## src/rtl/bus_prefetch_queue_if.sv

```systemverilog
// Toggle-handshake bus: a request is pending while run != done.
// The requester drives the master modport, the responder the slave modport.
interface bus_prefetch_queue_if #(
    parameter int ADDR_W = 16,
    parameter int DATA_W = 16
);
    logic [ADDR_W-1:0] addr;
    logic [1:0]        cmd;
    logic              run;
    logic [DATA_W-1:0] wr_data;
    logic [DATA_W-1:0] rd_data;
    logic              done;

    modport master (output addr, cmd, run, wr_data, input rd_data, done);
    modport slave  (input addr, cmd, run, wr_data, output rd_data, done);
endinterface

```

## src/rtl/bus_prefetch_queue.sv

```systemverilog
// Sequential read-ahead queue between a CPU bus master and a memory target.
// In-order reads hit the queue in one clock; anything else goes to memory and flushes it.
module bus_prefetch_queue #(
    parameter int DEPTH  = 4,
    parameter int ADDR_W = 16,
    parameter int DATA_W = 16
) (
    input  logic                       clk,
    input  logic                       reset,
    bus_prefetch_queue_if.slave        cpu,
    bus_prefetch_queue_if.master       mem,
    output logic [$clog2(DEPTH+1)-1:0] pf_count
);
    localparam int CNT_W = $clog2(DEPTH + 1);
    localparam int PTR_W = $clog2(DEPTH);
    localparam int WA_W  = ADDR_W - 1;
    localparam logic [1:0] CMD_NOP   = 2'b00;
    localparam logic [1:0] CMD_READ  = 2'b01;
    localparam logic [1:0] CMD_WRITE = 2'b10;

    typedef enum logic [1:0] {IDLE, DEMAND, WAIT_MEM} state_t;
    state_t state, state_n;

    logic [DATA_W-1:0] q_mem [DEPTH];
    logic [PTR_W-1:0]  rd_ptr;
    logic [CNT_W-1:0]  count;
    logic [WA_W-1:0]   head_w;
    logic              pf_en;
    logic              drop;
    logic              mem_out;
    logic              mem_is_pf;
    logic              cpu_done_q;
    logic [DATA_W-1:0] cpu_rd_data_q;
    logic              mem_run_q;
    logic [1:0]        mem_cmd_q;
    logic [ADDR_W-1:0] mem_addr_q;
    logic [DATA_W-1:0] mem_wr_data_q;

    logic              cpu_pending, mem_busy, mem_cpl;
    logic [ADDR_W-1:0] req_addr;
    logic              rd_req, wr_req, addr_hit, pf_to_head, hit_ok, hit_wait;
    logic              hit, nop_ack, flush, issue_dem, dem_done, push, issue_pf;
    logic [CNT_W-1:0]  count_after;
    logic [WA_W-1:0]   pf_addr_w;

    assign cpu_pending = cpu.run != cpu_done_q;
    assign mem_busy    = mem_run_q != mem.done;
    assign mem_cpl     = mem_out && !mem_busy;
    assign req_addr    = cpu.addr & ~ADDR_W'(1);
    assign rd_req      = cpu.cmd == CMD_READ;
    assign wr_req      = cpu.cmd == CMD_WRITE;
    assign addr_hit    = req_addr[ADDR_W-1:1] == head_w;
    // An undropped prefetch for the head word will fill the empty queue shortly.
    assign pf_to_head  = mem_out && mem_is_pf && !drop && (mem_addr_q[ADDR_W-1:1] == head_w);
    assign hit_ok      = rd_req && addr_hit && (count != '0);
    assign hit_wait    = rd_req && addr_hit && (count == '0) && pf_to_head;

    always_ff @(posedge clk or negedge reset) begin
        if (!reset) state <= IDLE;
        else        state <= state_n;
    end

    always_comb begin
        state_n   = state;
        hit       = 1'b0;
        nop_ack   = 1'b0;
        flush     = 1'b0;
        issue_dem = 1'b0;
        dem_done  = 1'b0;
        unique case (state)
            IDLE: begin
                if (cpu_pending) begin
                    if (hit_ok) begin
                        hit = 1'b1;
                    end else if (hit_wait) begin
                        state_n = IDLE;
                    end else if (rd_req || wr_req) begin
                        flush = 1'b1;
                        if (!mem_busy) begin
                            issue_dem = 1'b1;
                            state_n   = DEMAND;
                        end else begin
                            state_n = WAIT_MEM;
                        end
                    end else begin
                        nop_ack = 1'b1;
                    end
                end
            end
            DEMAND: begin
                if (mem_cpl) begin
                    dem_done = 1'b1;
                    state_n  = IDLE;
                end
            end
            WAIT_MEM: begin
                if (!mem_busy) begin
                    issue_dem = 1'b1;
                    state_n   = DEMAND;
                end
            end
            default: state_n = IDLE;
        endcase
    end

    assign push = mem_cpl && mem_is_pf && !drop && !flush;

    always_comb begin
        count_after = count;
        if (flush)             count_after = '0;
        else if (push && !hit) count_after = count + 1'b1;
        else if (hit && !push) count_after = count - 1'b1;
    end

    // Prefetch only when the CPU is quiet; the address accounts for a fill landing this edge.
    assign pf_addr_w = head_w + WA_W'(count_after);
    assign issue_pf  = (state == IDLE) && !cpu_pending && pf_en && !mem_busy
                       && (count_after < CNT_W'(DEPTH));

    always_ff @(posedge clk or negedge reset) begin
        if (!reset) begin
            rd_ptr        <= '0;
            count         <= '0;
            head_w        <= '0;
            pf_en         <= 1'b0;
            drop          <= 1'b0;
            mem_out       <= 1'b0;
            mem_is_pf     <= 1'b0;
            cpu_done_q    <= 1'b0;
            cpu_rd_data_q <= '0;
            mem_run_q     <= 1'b0;
            mem_cmd_q     <= CMD_NOP;
            mem_addr_q    <= '0;
            mem_wr_data_q <= '0;
        end else begin
            count <= count_after;
            if (hit) rd_ptr <= rd_ptr + 1'b1;

            if (hit)
                head_w <= head_w + 1'b1;
            else if (dem_done && mem_cmd_q == CMD_READ)
                head_w <= mem_addr_q[ADDR_W-1:1] + 1'b1;

            if (dem_done) pf_en <= (mem_cmd_q == CMD_READ);

            if (mem_cpl && mem_is_pf)
                drop <= 1'b0;
            else if (flush && mem_out && mem_is_pf)
                drop <= 1'b1;

            if (hit) begin
                cpu_rd_data_q <= q_mem[rd_ptr];
                cpu_done_q    <= ~cpu_done_q;
            end else if (nop_ack) begin
                cpu_done_q <= ~cpu_done_q;
            end else if (dem_done) begin
                cpu_done_q <= ~cpu_done_q;
                if (mem_cmd_q == CMD_READ) cpu_rd_data_q <= mem.rd_data;
            end

            if (issue_dem) begin
                mem_run_q     <= ~mem_run_q;
                mem_cmd_q     <= cpu.cmd;
                mem_addr_q    <= req_addr;
                mem_wr_data_q <= cpu.wr_data;
            end else if (issue_pf) begin
                mem_run_q  <= ~mem_run_q;
                mem_cmd_q  <= CMD_READ;
                mem_addr_q <= {pf_addr_w, 1'b0};
            end

            if (issue_dem || issue_pf) begin
                mem_out   <= 1'b1;
                mem_is_pf <= issue_pf;
            end else if (mem_cpl) begin
                mem_out <= 1'b0;
            end
        end
    end

    // Entry storage is pure data and needs no reset; the slot is rd_ptr + count mod DEPTH.
    always_ff @(posedge clk) begin
        if (push) q_mem[rd_ptr + PTR_W'(count)] <= mem.rd_data;
    end

    assign cpu.done    = cpu_done_q;
    assign cpu.rd_data = cpu_rd_data_q;
    assign mem.run     = mem_run_q;
    assign mem.cmd     = mem_cmd_q;
    assign mem.addr    = mem_addr_q;
    assign mem.wr_data = mem_wr_data_q;
    assign pf_count    = count;
endmodule

```

## src/flat_wrapper.sv

```systemverilog
// flat-port wrapper written by rule: the top's interface ports become plain ports
module bus_prefetch_queue_flat 
#(
    parameter int DEPTH  = 4,
    parameter int ADDR_W = 16,
    parameter int DATA_W = 16
)
  (clk, reset, pf_count, cpu_addr, cpu_cmd, cpu_run, cpu_wr_data, cpu_rd_data, cpu_done, mem_addr, mem_cmd, mem_run, mem_wr_data, mem_rd_data, mem_done);
  bus_prefetch_queue_if #(.ADDR_W(ADDR_W), .DATA_W(DATA_W)) cpu_i ();
  bus_prefetch_queue_if #(.ADDR_W(ADDR_W), .DATA_W(DATA_W)) mem_i ();
  input  logic clk;
  input  logic reset;
  output logic [$clog2(DEPTH+1)-1:0] pf_count;
  input wire logic [$bits(cpu_i.addr)-1:0] cpu_addr;
  input wire logic [$bits(cpu_i.cmd)-1:0] cpu_cmd;
  input wire logic [$bits(cpu_i.run)-1:0] cpu_run;
  input wire logic [$bits(cpu_i.wr_data)-1:0] cpu_wr_data;
  output wire logic [$bits(cpu_i.rd_data)-1:0] cpu_rd_data;
  output wire logic [$bits(cpu_i.done)-1:0] cpu_done;
  output wire logic [$bits(mem_i.addr)-1:0] mem_addr;
  output wire logic [$bits(mem_i.cmd)-1:0] mem_cmd;
  output wire logic [$bits(mem_i.run)-1:0] mem_run;
  output wire logic [$bits(mem_i.wr_data)-1:0] mem_wr_data;
  input wire logic [$bits(mem_i.rd_data)-1:0] mem_rd_data;
  input wire logic [$bits(mem_i.done)-1:0] mem_done;
  assign cpu_i.addr = cpu_addr;
  assign cpu_i.cmd = cpu_cmd;
  assign cpu_i.run = cpu_run;
  assign cpu_i.wr_data = cpu_wr_data;
  assign cpu_rd_data = cpu_i.rd_data;
  assign cpu_done = cpu_i.done;
  assign mem_addr = mem_i.addr;
  assign mem_cmd = mem_i.cmd;
  assign mem_run = mem_i.run;
  assign mem_wr_data = mem_i.wr_data;
  assign mem_i.rd_data = mem_rd_data;
  assign mem_i.done = mem_done;
  bus_prefetch_queue #(.DEPTH(DEPTH), .ADDR_W(ADDR_W), .DATA_W(DATA_W)) u_core (.clk(clk), .reset(reset), .cpu(cpu_i), .mem(mem_i), .pf_count(pf_count));
endmodule
```

## config.mk

```make
export PLATFORM = sky130hd
export DESIGN_NAME = bus_prefetch_queue_flat
export DESIGN_NICKNAME = d
export VERILOG_FILES = /design/src/rtl/bus_prefetch_queue_if.sv /design/src/rtl/bus_prefetch_queue.sv /design/src/flat_wrapper.sv
export SDC_FILE = /design/constraint.sdc
export NUM_CORES = 1
export LEC_CHECK = 0
export ABC_AREA = 1
export BUFFER_PORTS_ARGS = -buffer_cell sky130_fd_sc_hd__buf_2
export CAP_MARGIN = 30
export CORE_ASPECT_RATIO = 1.2
export CORE_MARGIN = 2
export CORE_UTILIZATION = 40
export DETAILED_ROUTE_END_ITERATION = 8
export PLACE_DENSITY_LB_ADDON = 0.12
export SLEW_MARGIN = 20
export SYNTH_ARGS = -nofsm -noshare
export SYNTH_HDL_FRONTEND = slang
export SYNTH_SLANG_ARGS = --single-unit
```

## constraint.sdc

```tcl
create_clock -name clk -period 5.4 [get_ports clk]
set_input_delay 0.54 -clock clk [delete_from_list [all_inputs] [get_ports clk]]
set_output_delay 0.54 -clock clk [all_outputs]
set_load 0.02 [all_outputs]
```

# Word-level counts from Yosys, hierarchy flattened
# Memories as Yosys holds them, arrays and structs flattened.
# Cells that the tools add are included.
totals:
  register_bits: 78
  latch_bits: 0
  ramBits: 64
  romBits: 0
  output_inout_bits: 55
  elab_cells: 133
  n_memories: 1
mem_list:
  columns: ["memory", "depth", "word_bits", "read_ports", "rd_ports_with_merged_regs", "wr", "line_no", "source"]
  rows:
  - ["u_core.q_mem", 4, 16, 1, 0, 1, "bus_prefetch_queue.sv:24", "logic [DATA_W-1:0] q_mem [DEPTH];"]
classes:
  n_addsub: 7
  mul: 0
  div_mod_pow: 0
  n_lt_le_gt_ge: 1
  eq_ne: 15
  shifts: 0
  n_mux: 53
  bitwise: 2
  reduce_logical: 40
ops:
  columns: ["operator", "n"]
  rows:
  - ["$mux W16", 6]
  - ["$mux W1", 31]
  - ["$add A15 B1 Y15 const B", 2]
  - ["$eq A15 B15 Y1", 2]
  - ["$mux W15", 2]
  - ["$logic_and A1 B1 Y1", 20]
  - ["$mux W2", 9]
  - ["$add A15 B3 Y15", 1]
  - ["$reduce_bool A2 Y1", 6]
  - ["$mux W3", 3]
  - ["$eq A2 B1 Y1 const B", 3]
  - ["$logic_not A1 Y1", 6]
  - ["$ne A2 B1 Y1 const B", 3]
  - ["$pmux W2 S3", 1]
  - ["$reduce_bool A3 Y1", 2]
  - ["$reduce_and A5 Y1", 1]
  - ["$eq A2 B2 Y1 const B", 2]
  - ["$ne A2 B2 Y1 const B", 2]
  - ["$add A3 B1 Y3 const B", 1]
  - ["$logic_not A3 Y1", 1]
  - ["$lt A3 B3 Y1 const B", 1]
  - ["$ne A3 B1 Y1 const B", 1]
  - ["$reduce_and A3 Y1", 1]
  - ["$sub A3 B1 Y3 const B", 1]
  - ["other kinds (7)", 10]

# Depth between registers and ports, before layout
logic_depth:
  depth_word: 19
  mapped_depth: 30
  mapped_depth_nobuf: 29

# Least setup slack after synthesis
# OpenSTA, ideal clock, no wires.
synth_timing:
  kind: "reg2reg"
  startpoint: "reg u_core.count[0], in the netlist u_core.pf_count[0]"
  endpoint: "reg u_core.mem_addr_q[15], in the netlist u_core.mem.addr[15]"
  arrival_time_ns: 3.682
  t_required_ns: 5.283
  path_slack_ns: 1.601
  path_stages_with_launch: 27
  path_buffers: 0
  synth_period_minus_slack_ns: 3.799
  cell_sequence: "dfrtp_1 inv_1 ha_1 nand2_1 nor2_1 nand2_1 nor2_1 nand2_1 nor2_1 nand3_2 nand2_4 nand3_1 nand2_1 nor2_1 a311oi_1 fa_1 nand2_1 a21oi_1 nand3_1 nor3_1 nand3_1 nor3_1 nand3_1 nand2_1 o22ai_1 nand2_1 nand2_1"
synth_via:
  elab_chain_len: 17
  word_cells_on_any_way: 33
  cone_classes: "3 x add/sub; 1 x order compare; 16 x mux; 13 x reduce/logical"
synth_lines:
  columns: ["element", "line_no", "source"]
  rows:
  - ["from (decl)", "bus_prefetch_queue.sv:26", "logic [CNT_W-1:0] count;"]
  - ["from (signal assigned)", "bus_prefetch_queue.sv:136", "count <= count_after;"]
  - ["$logic_not A3 Y1", "bus_prefetch_queue.sv:56", "assign hit_wait = rd_req && addr_hit && (count == '0) && pf_to_head;"]
  - ["$logic_and A1 B1 Y1 (2 in series)", "bus_prefetch_queue.sv:56", null]
  - ["$mux W1", "bus_prefetch_queue.sv:75", "end else if (hit_wait) begin"]
  - ["$mux W1", "bus_prefetch_queue.sv:73", "if (hit_ok) begin"]
  - ["$mux W1", "bus_prefetch_queue.sv:72", "if (cpu_pending) begin"]
  - ["$mux W1", "bus_prefetch_queue.sv:70", "unique case (state)"]
  - ["$logic_not A1 Y1", "bus_prefetch_queue.sv:106", "assign push = mem_cpl && mem_is_pf && !drop && !flush;"]
  - ["$logic_and A1 B1 Y1", "bus_prefetch_queue.sv:106", null]
  - ["$logic_not A1 Y1", "bus_prefetch_queue.sv:112", "else if (hit && !push) count_after = count - 1'b1;"]
  - ["$logic_and A1 B1 Y1", "bus_prefetch_queue.sv:112", null]
  - ["$mux W3", "bus_prefetch_queue.sv:112", null]
  - ["$mux W3", "bus_prefetch_queue.sv:111", "else if (push && !hit) count_after = count + 1'b1;"]
  - ["$mux W3 *", "bus_prefetch_queue.sv:110", "if (flush) count_after = '0;"]
  - ["net u_core.count_after[1]", "bus_prefetch_queue.sv:43", "logic [CNT_W-1:0] count_after;"]
  - ["$add A15 B3 Y15 or $lt A3 B3 Y1 (tied branches)", "bus_prefetch_queue.sv:116, bus_prefetch_queue.sv:118", null]
  - ["$mux W16 or $logic_and A1 B1 Y1 (tied branches)", "bus_prefetch_queue.sv:166, bus_prefetch_queue.sv:118", null]
  - ["$mux W16 or $reduce_bool A2 Y1 (tied branches)", null, null]
  - ["to (signal assigned)", "bus_prefetch_queue.sv:164", "mem_addr_q <= req_addr;"]
  - ["to (signal assigned)", "bus_prefetch_queue.sv:169", "mem_addr_q <= {pf_addr_w, 1'b0};"]
  - ["to (decl)", "bus_prefetch_queue.sv:36", "logic [ADDR_W-1:0] mem_addr_q;"]
# Mark *: on every way through the listed nets, which the timed path passes. The rest lies on a longest branch. The select of a mux whose other input is x is not followed.
# A chain may end at the register's enable or synchronous reset.

# Final worst setup path
# Ends and elaborated chain as after synthesis.

==> metrics.csv <==
stage;metric;value;unit
placed_design;gp_congestion;0.833;
finish;multi_input_area;3240;µm²
power_and_ir_drop;netSwitchingFraction;41.0;%
cts;clockBufferDepth;2;
status;status;finished, final reports clean;
timing;finalCriticalPeriod;4670;ps
grt;grtUsageTotal;21.2;%
cts;cts_sinks;141;
finish;regArea;3850;µm²
timing;rsz0062_at_grt;no;
floorplan;rows;55;
setup_path;cp.required;5710;ps
cts;cts_resized;0;
power_and_ir_drop;seqPwrFrac;35.8;%
cts;cts_buffers;17;
timing;setup_slack;733;ps
finish;final_cell_area;8990;µm²
cts;clk_latency;430;ps
logic_synthesis;postSynthAreaPerCell;8.14;µm²
setup_path;critPathMaxStageDelay;430;ps
setup_path;cp-end-kind;register;
setup_path;crit_path_start;u_core.pf_count[0];
grt;first_global_vias;6145;
route;ant_nets;0;
cts;root_buffer;clkbuf_16;
timing;worst_slew_pin_slew;715;ps
timing;timing.final.crit_share;86.4;%
grt;grt_overflow;0;
logic_synthesis;netlist_area;7600;µm²
finish;final_cell_mix;313 x nand2_1, 105 x buf_2, 96 x nor2_1;
power_and_ir_drop;fin_total_pwr;0.00461;W
placed_design;dp_hpwl;14000;µm
timing;tns;0;ps
logic_synthesis;synthCells;934;
logic_synthesis;synth_ff_type;dfrtp_1;
route;drc;0;
logic_synthesis;synth-seq-area-share;50.7;%
power_and_ir_drop;power_density;513;nW/µm²
floorplan;die_x;130;µm
timing;clock_skew;10.3;ps
route;via_per_inst;4.92;
finish;synthToLayoutAreaGrowth;18.3;%
logic_synthesis;syn_nets;998;
placed_design;portBuffers;106;
floorplan;start_util;40.6;%
placed_design;post-place-ws;676;ps
timing;maxSlewViolCount;0;
timing;hold_viol_final;0;
setup_path;cpMaxStageDelayCell;dfrtp_1;
grt;grt_pass1_wl;32800;µm
route;drt_first_pass_iters;8;
power_and_ir_drop;comb_power_share;37.5;%
finish;antenna_cells;0;
floorplan;dieArea;20100;µm²
timing;fmax;214;MHz
logic_synthesis;ys_types;41;
power_and_ir_drop;p_int;0.00272;W
setup_path;cp.buffers_inverters;1;
floorplan;core_area;18700;µm²
route;wire_per_inst;15.8;µm
finish;fillers;1928;
setup_path;cp.arrival;4980;ps
timing;setup-violations-final;0;
placed_design;placed_cells;1268;
setup_path;worstSetupStartpointType;register;
flow_run;cap_violations;0;
placed_design;place_area;8380;µm²
cts;path_clk_slew;70;ps
floorplan;dieHeight;155;µm
floorplan;io_pins;109;
logic_synthesis;synth_edf_count;64;
setup_path;path_common_cell;nand2_1;
route;drtIter0Drc;315;
cts;ctsHoldBuffers;0;
power_and_ir_drop;ir_drop;216;µV
finish;nets;1095;
finish;layout_commonest_cell;nand2_1;
grt;grt_start_max_net_pins;46;
setup_path;cp_max_fo;9;
timing;relSlewSlack;52.3;%
power_and_ir_drop;switching_power;0.00189;W
hold_path;hold_path.class;in2async;
power_and_ir_drop;clkPwrFrac;26.7;%
cts;post-cts-setup-buffers;0;
setup_path;critPathKind;reg2reg;
logic_synthesis;async_flop_share;54.6;%
route;totalWireLength;20500;µm
cts;cts_tree;done;
logic_synthesis;yosys_warnings;0;
finish;drive_gt1_share;18.9;%
cts;htree_num_levels;4;
setup_path;r2r_start;u_core.pf_count[0];
grt;antenna_found_initial;0;
route;vias;6391;
finish;final_cells;1300;
power_and_ir_drop;leakage;4.28;nW
logic_synthesis;synth.ff_latch_count;141;
setup_path;cp_top_family;simple AND/OR/NAND/NOR gates;
[synthesized netlist by cell type (17+ instances only)]
cell	instances	area share, %
nor2_1	96	4.7
inv_1	69	3.4
o22ai_1	21	1.7
o21ai_0	68	4.5
nand2_1	314	16
xor2_1	17	2.0
a31oi_1	18	1.5
edfxtp_1	64	25
nand3_1	46	3.0
clkbuf_1	17	0.84
dfrtp_1	77	25
[power by group through the flow]
stage          Combinational [W]  Clock, W  Sequential, W
6_report                 0.00173   0.00123        0.00165
5_1_grt                  0.00196   0.00130        0.00169
4_1_cts                  0.00175   0.00125        0.00165
3_5_place_dp             0.00175         0        0.00167
3_3_place_gp             0.00173         0        0.00166
2_1_floorplan            0.00107         0        0.00182
[sequential cells by signal (all words and copies together), names as in the netlist, 2 cells and up]
register and cells:
u_core.q_mem 64, u_core.cpu.rd_data 16, u_core.mem.wr_data 16, u_core.head_w 15
u_core.mem.addr 15, u_core.pf_count 3, u_core.mem.cmd 2, u_core.rd_ptr 2
u_core.state 2
[layer usage]
layer	share of wire (%)	track usage (%)
met2	50	36.4
met1	44	27.5
met3	3.8	3.27
met5	0	0
met4	1.9	6.91
[cell type report]
type	count	area share (%)
clock inverter	15	2.05
multi-input combinational	670	36.0
tap	256	3.56
clock buffer	17	4.73
sequential	141	42.8
timing repair buffer	120	7.41
inverter	81	3.38
[worst paths after layout]
path	end	slack, ps	cells past startpoint
setup / recovery	u_core.mem.addr[15]	730	27
hold / removal	u_core.head_w[5]	70	1
setup reg to reg	u_core.mem.addr[15]	730	27
hold reg to reg	u_core.mem.wr_data[3]	470	2
max in group asynchronous	u_core.mem.wr_data[1]	4310	2
min in group clk	u_core.mem.wr_data[13]	310	3
[per-stage QoR]
step / utilization, % / hold WS [ps]
5_1_grt: 48.0 / 104
3_3_place_gp: 44.5 / 458
3_5_place_dp: 44.8 / 460
6_report: 48.0 / 70.0
2_1_floorplan: - / 244
4_1_cts: 48.0 / 74.4
[kinds of logic (layout without fill, tap and decap cells)]
| group | count (synthesis) | in the layout | synth area share (%) |
|---|---|---|---|
| buffers and inverters | 123 | 233 | 7.01 |
| XOR/XNOR | 27 | 27 | 3.11 |
| flip-flops | 141 | 141 | 50.7 |
| AO/OA/AOI/OAI | 122 | 122 | 9.04 |
| AND/OR/NAND/NOR | 510 | 510 | 28.4 |
| other | 1 | 1 | 0.0494 |
| adder cells (fa/ha/maj) | 10 | 10 | 1.75 |
Note: power is estimated with default switching activity, not from simulation.
